===== src/rtl/mmu_pkg.sv =====
// Shared types for the systolic-array output path.
package mmu_pkg;

    localparam int BIT_WIDTH = 16;
    localparam int DEPTH     = 4;

    typedef logic [BIT_WIDTH-1:0] pix_t;
    typedef pix_t [DEPTH-1:0]     row_t;

endpackage


===== src/rtl/mmu_row_fifo.sv =====
// Synchronous row FIFO; pointers carry one extra wrap bit to tell full from empty.
module mmu_row_fifo
    import mmu_pkg::*;
#(
    parameter type data_t     = row_t,
    parameter int  FIFO_DEPTH = 4
) (
    input  logic  clk,
    input  logic  rst,
    input  logic  push,
    input  logic  pop,
    input  data_t push_data,
    output logic  full,
    output logic  empty,
    output data_t head
);

    localparam int AW = $clog2(FIFO_DEPTH);

    logic [AW:0] wr_ptr;
    logic [AW:0] rd_ptr;
    data_t       mem [FIFO_DEPTH];
    logic        do_push;
    logic        do_pop;

    assign empty = (wr_ptr == rd_ptr);
    assign full  = (wr_ptr[AW] != rd_ptr[AW]) && (wr_ptr[AW-1:0] == rd_ptr[AW-1:0]);

    // A pop in the same cycle frees the slot a full-FIFO push needs.
    assign do_pop  = pop && !empty;
    assign do_push = push && (!full || do_pop);

    always_ff @(posedge clk) begin
        if (rst) begin
            wr_ptr <= '0;
            rd_ptr <= '0;
            for (int i = 0; i < FIFO_DEPTH; i++) begin
                mem[i] <= '0;
            end
        end else begin
            if (do_push) begin
                mem[wr_ptr[AW-1:0]] <= push_data;
                wr_ptr              <= wr_ptr + 1'b1;
            end
            if (do_pop) begin
                rd_ptr <= rd_ptr + 1'b1;
            end
        end
    end

    assign head = mem[rd_ptr[AW-1:0]];

endmodule


===== src/rtl/mmu_output_deskew.sv =====
// Re-aligns the column-skewed bottom-row PE results into whole rows and
// buffers them for the downstream writeback over valid/ready.
module mmu_output_deskew #(
    parameter int BIT_WIDTH  = mmu_pkg::BIT_WIDTH,
    parameter int DEPTH      = mmu_pkg::DEPTH,
    parameter int FIFO_DEPTH = 4
) (
    input  logic                       clk,
    input  logic                       rst,
    input  logic                       in_valid,
    input  logic [BIT_WIDTH*DEPTH-1:0] col_data,
    output logic                       out_valid,
    input  logic                       out_ready,
    output logic [BIT_WIDTH*DEPTH-1:0] out_data,
    output logic [15:0]                row_count,
    output logic                       overflow
);

    localparam int ROW_W = BIT_WIDTH * DEPTH;

    logic [DEPTH-2:0] vld_dly;
    logic [ROW_W-1:0] aligned_row;
    logic             aligned;
    logic             fifo_full;
    logic             fifo_empty;
    logic             pop;

    always_ff @(posedge clk) begin
        if (rst) begin
            vld_dly <= '0;
        end else begin
            vld_dly[0] <= in_valid;
            for (int i = 1; i < DEPTH - 1; i++) begin
                vld_dly[i] <= vld_dly[i-1];
            end
        end
    end

    assign aligned = vld_dly[DEPTH-2];

    // Column c arrives c cycles late, so it waits DEPTH-1-c cycles to meet the last column.
    for (genvar c = 0; c < DEPTH; c++) begin : g_col
        localparam int NREG = DEPTH - 1 - c;
        if (NREG == 0) begin : g_direct
            assign aligned_row[BIT_WIDTH*c +: BIT_WIDTH] = col_data[BIT_WIDTH*c +: BIT_WIDTH];
        end else begin : g_dly
            logic [BIT_WIDTH-1:0] stage [NREG];
            always_ff @(posedge clk) begin
                if (rst) begin
                    for (int i = 0; i < NREG; i++) begin
                        stage[i] <= '0;
                    end
                end else begin
                    stage[0] <= col_data[BIT_WIDTH*c +: BIT_WIDTH];
                    for (int i = 1; i < NREG; i++) begin
                        stage[i] <= stage[i-1];
                    end
                end
            end
            assign aligned_row[BIT_WIDTH*c +: BIT_WIDTH] = stage[NREG-1];
        end
    end

    assign out_valid = !fifo_empty;
    assign pop       = out_valid && out_ready;

    mmu_row_fifo #(
        .data_t     (logic [ROW_W-1:0]),
        .FIFO_DEPTH (FIFO_DEPTH)
    ) u_fifo (
        .clk       (clk),
        .rst       (rst),
        .push      (aligned),
        .pop       (pop),
        .push_data (aligned_row),
        .full      (fifo_full),
        .empty     (fifo_empty),
        .head      (out_data)
    );

    always_ff @(posedge clk) begin
        if (rst) begin
            row_count <= '0;
            overflow  <= 1'b0;
        end else begin
            if (pop) begin
                row_count <= row_count + 16'd1;
            end
            if (aligned && fifo_full && !pop) begin
                overflow <= 1'b1;
            end
        end
    end

endmodule


===== config.mk =====
export PLATFORM = sky130hd
export DESIGN_NAME = mmu_output_deskew
export DESIGN_NICKNAME = d
export VERILOG_FILES = /design/src/rtl/mmu_pkg.sv /design/src/rtl/mmu_row_fifo.sv /design/src/rtl/mmu_output_deskew.sv
export SDC_FILE = /design/constraint.sdc
export NUM_CORES = 1
export LEC_CHECK = 0
export ABC_CLOCK_PERIOD_IN_PS = 8100
export CORE_ASPECT_RATIO = 1.5
export CORE_UTILIZATION = 35
export DETAILED_ROUTE_END_ITERATION = 16
export PLACE_DENSITY = 0.64
export SLEW_MARGIN = 40
export SYNTH_ARGS = -nofsm -noshare
export SYNTH_HDL_FRONTEND = slang
export SYNTH_SLANG_ARGS = --single-unit

===== constraint.sdc =====
create_clock -name clk -period 8.1 [get_ports clk]
set_clock_uncertainty 0.1 [all_clocks]
set_input_delay 1.62 -clock clk [delete_from_list [all_inputs] [get_ports clk]]
set_output_delay 1.62 -clock clk [all_outputs]
set_load 0.05 [all_outputs]

==> impl_metrics.tcl <==
set metrics [dict create \
    synth_area_per_cell_um2 15.24 \
    io_buffers 149 \
    final_core_util_pct 44.02 \
    status "complete, no violations" \
    overflow 0 \
    synthXorXnorAreaFrac_pct 0.5343 \
    setup_viol 0 \
    vdd_drop_max_uv 146.5 \
    fin_ws_ns 3.095 \
    p_leak_nw 6.503 \
    dp_cells 1629 \
    synth-simple-area-share_pct 16.88 \
    r2r-start "u_fifo.wr_ptr[0]" \
    start_kind "flop" \
    drive_gt1_share_pct 13.26 \
    tightest_slew_ns 0.7410 \
    max_freq_mhz 199.8 \
    gp_congestion 0.7446 \
    powerDensity_nw_per_um2 230.6 \
    fillers 3708 \
    synth_fa_ha_area_share_pct 0.2544 \
    numCtsBuffers 37 \
    synthCells 968 \
    num_antenna_cells 0 \
    post-route-period-util_pct 61.80 \
    critPathKind "reg2out" \
    drc 0 \
    yosysTopAreaCell "edfxtp_1" \
    grt_setup_unrepaired "no" \
    synth_top_area_share_pct 52.10 \
    cts_max_path_buffers 3 \
    synth_area_um2 14750 \
    synth_compound_area_share_pct 1.560 \
    first_iter_violations 467 \
    insertion_delay_ns 0.53 \
    synthTopCellsByArea "edfxtp_1 (52%), dfxtp_1 (17%), and2_1 (11%)" \
    grt_pass1_wl_um 45840 \
    crit_arrival_ns 3.29 \
    antenna_left 0 \
    cp.buffers_inverters 3 \
    ys_ff_latch 380 \
    antenna_found_initial 1 \
    core_area_um2 41330 \
    area_growth_pct 23.30 \
    wl_per_cell_um 17.59 \
    cts_sinks 380 \
    critPathMaxStageDelay_ns 0.73 \
    synth_cell_types 32 \
    final-instance-count-excl-fill 1697 \
    hold_path_class "reg2reg" \
    fp.dieH_um 253.5 \
    routed_wl_um 29850 \
    synth_edf_count 256 \
    vias 7851 \
    hold_start "g_col[0].g_dly.stage[0][27]" \
    crit_family "buffers and inverters" \
    maxSlewViolCount 0 \
    hold_viol 0 \
    vias_per_cell 4.626 \
    ctsHoldBuffers 0 \
    cpMaxStageDelayCell "clkdlybuf4s50_1" \
    dp_slack_ns 2.739 \
    cts_tree "done" \
    drv_cap 0 \
    post-cts-setup-buffers 0 \
    die-area_um2 43000 \
    synth_top_family_by_area "simple AND/OR/NAND/NOR gates" \
    tns_ns 0 \
    start_util_pct 35.70 \
    min_period_ns 5.005 \
    regToRegSetupSlack_ns 4.28 \
    relSlewSlack_pct 50.60 \
    track_usage_pct 14.16 \
    die_w_um 169.6 \
    finalNetCount 1181 \
    synth-seq-area-share_pct 68.93 \
    place.detailed.hpwl_um 17600 \
    first_pass_iters 6 \
    async_flop_share_pct 0 \
    ctsResizeCount 0 \
    end_kind "output pin" \
    yosys_warnings 0 \
    num_rows 91 \
    grt_pass1_vias 8184 \
    path_cells "buf_12, buf_4, mux4_2, clkdlybuf4s50_1" \
    ios 150 \
    root_buffer "clkbuf_16" \
    h-tree-depth 2 \
    synth_common_cells "and2_1 (256), edfxtp_1 (256), dfxtp_1 (124), nor2b_1 (99), mux4_2 (64)" \
    grt_max_degree 76 \
    path_clk_slew_ns 0.06 \
    cp.required_ns 6.38 \
    syn_nets 1039 \
    synthMuxAreaShare_pct 9.973 \
    synth_ff_type "edfxtp_1" \
    cp_max_fo 24 \
]
state kept, by name (all words and copies together), names as in the netlist, named ones only:
register,cells
u_fifo.rd_ptr,3
u_fifo.mem,256
overflow,1
u_fifo.wr_ptr,3
g_col.g_dly.stage,96
row_count,16
vld_dly,3
per-layer routing:
layer	GRT usage [%]	vias to the layer above	part of all wire, %
li1	-	3729	-
met1	15.22	3892	38
met2	26.85	180	55
met3	2.803	48	4.7
met4	5.508	2	2.8
met5	0	-	0.044
layout make-up:
| type | instances | area (um^2) | share of cell area [%] |
|---|---|---|---|
| inverter | 7 | 26.28 | 0.1444 |
| sequential | 380 | 10180 | 55.94 |
| timing repair buffer | 165 | 1700 | 9.347 |
| clock inverter | 16 | 145.1 | 0.7978 |
| multi-input combinational | 519 | 4360 | 23.97 |
| clock buffer | 52 | 1085 | 5.963 |
| tap | 558 | 698.2 | 3.838 |
layout by cell type, fill, tap and decap left out, types with 8 or more instances in the layout:
cell type / Yosys / routed
clkdlybuf4s50_1: 0 / 148
a21oi_1: 17 / 17
o31ai_1: 10 / 9
nor2_1: 8 / 8
edfxtp_1: 256 / 256
mux4_2: 64 / 64
and2_1: 256 / 256
dfxtp_1: 124 / 122
clkbuf_16: 0 / 39
or4_1: 9 / 9
nor2b_1: 99 / 99
buf_4: 1 / 9
stage by stage:
step	hold slack (ns)	area (um^2)	power (mW)
after global placement	0.3199	16820	2.517
final	0.3338	18190	4.195
after floorplan	0.3138	14750	2.390
after detailed placement	0.3242	16960	2.528
after global routing	0.3451	18190	4.340
after CTS	0.3369	18190	4.257
path summary, 6_finish.rpt:
| check | depth (start not counted) | to |
|---|---|---|
| setup / recovery | 4 | out_data[31] |
| hold / removal | 1 | g_col[0].g_dly.stage[0][43] |
| setup reg to reg | 7 | u_fifo.mem[1][33] |
| hold reg to reg | 1 | g_col[0].g_dly.stage[0][43] |
logic make-up (layout without fill, tap and decap cells):
logic type | after synthesis | in the layout
xor+xnor | 9 | 9
buf+inv | 69 | 240
simple gates | 402 | 402
fa+ha+maj | 3 | 3
flops | 380 | 380
compound gates | 38 | 38
mux | 67 | 67
where the power goes:
group	leakage [nW]	internal, mW	total (mW)	switching [mW]
sequential	3.70	2.13	2.16	0.0276
clock	0.612	1.01	1.72	0.713
combinational	2.19	0.133	0.318	0.185
total	6.50	3.27	4.20	0.926
Power figures use the tool's default switching activity.
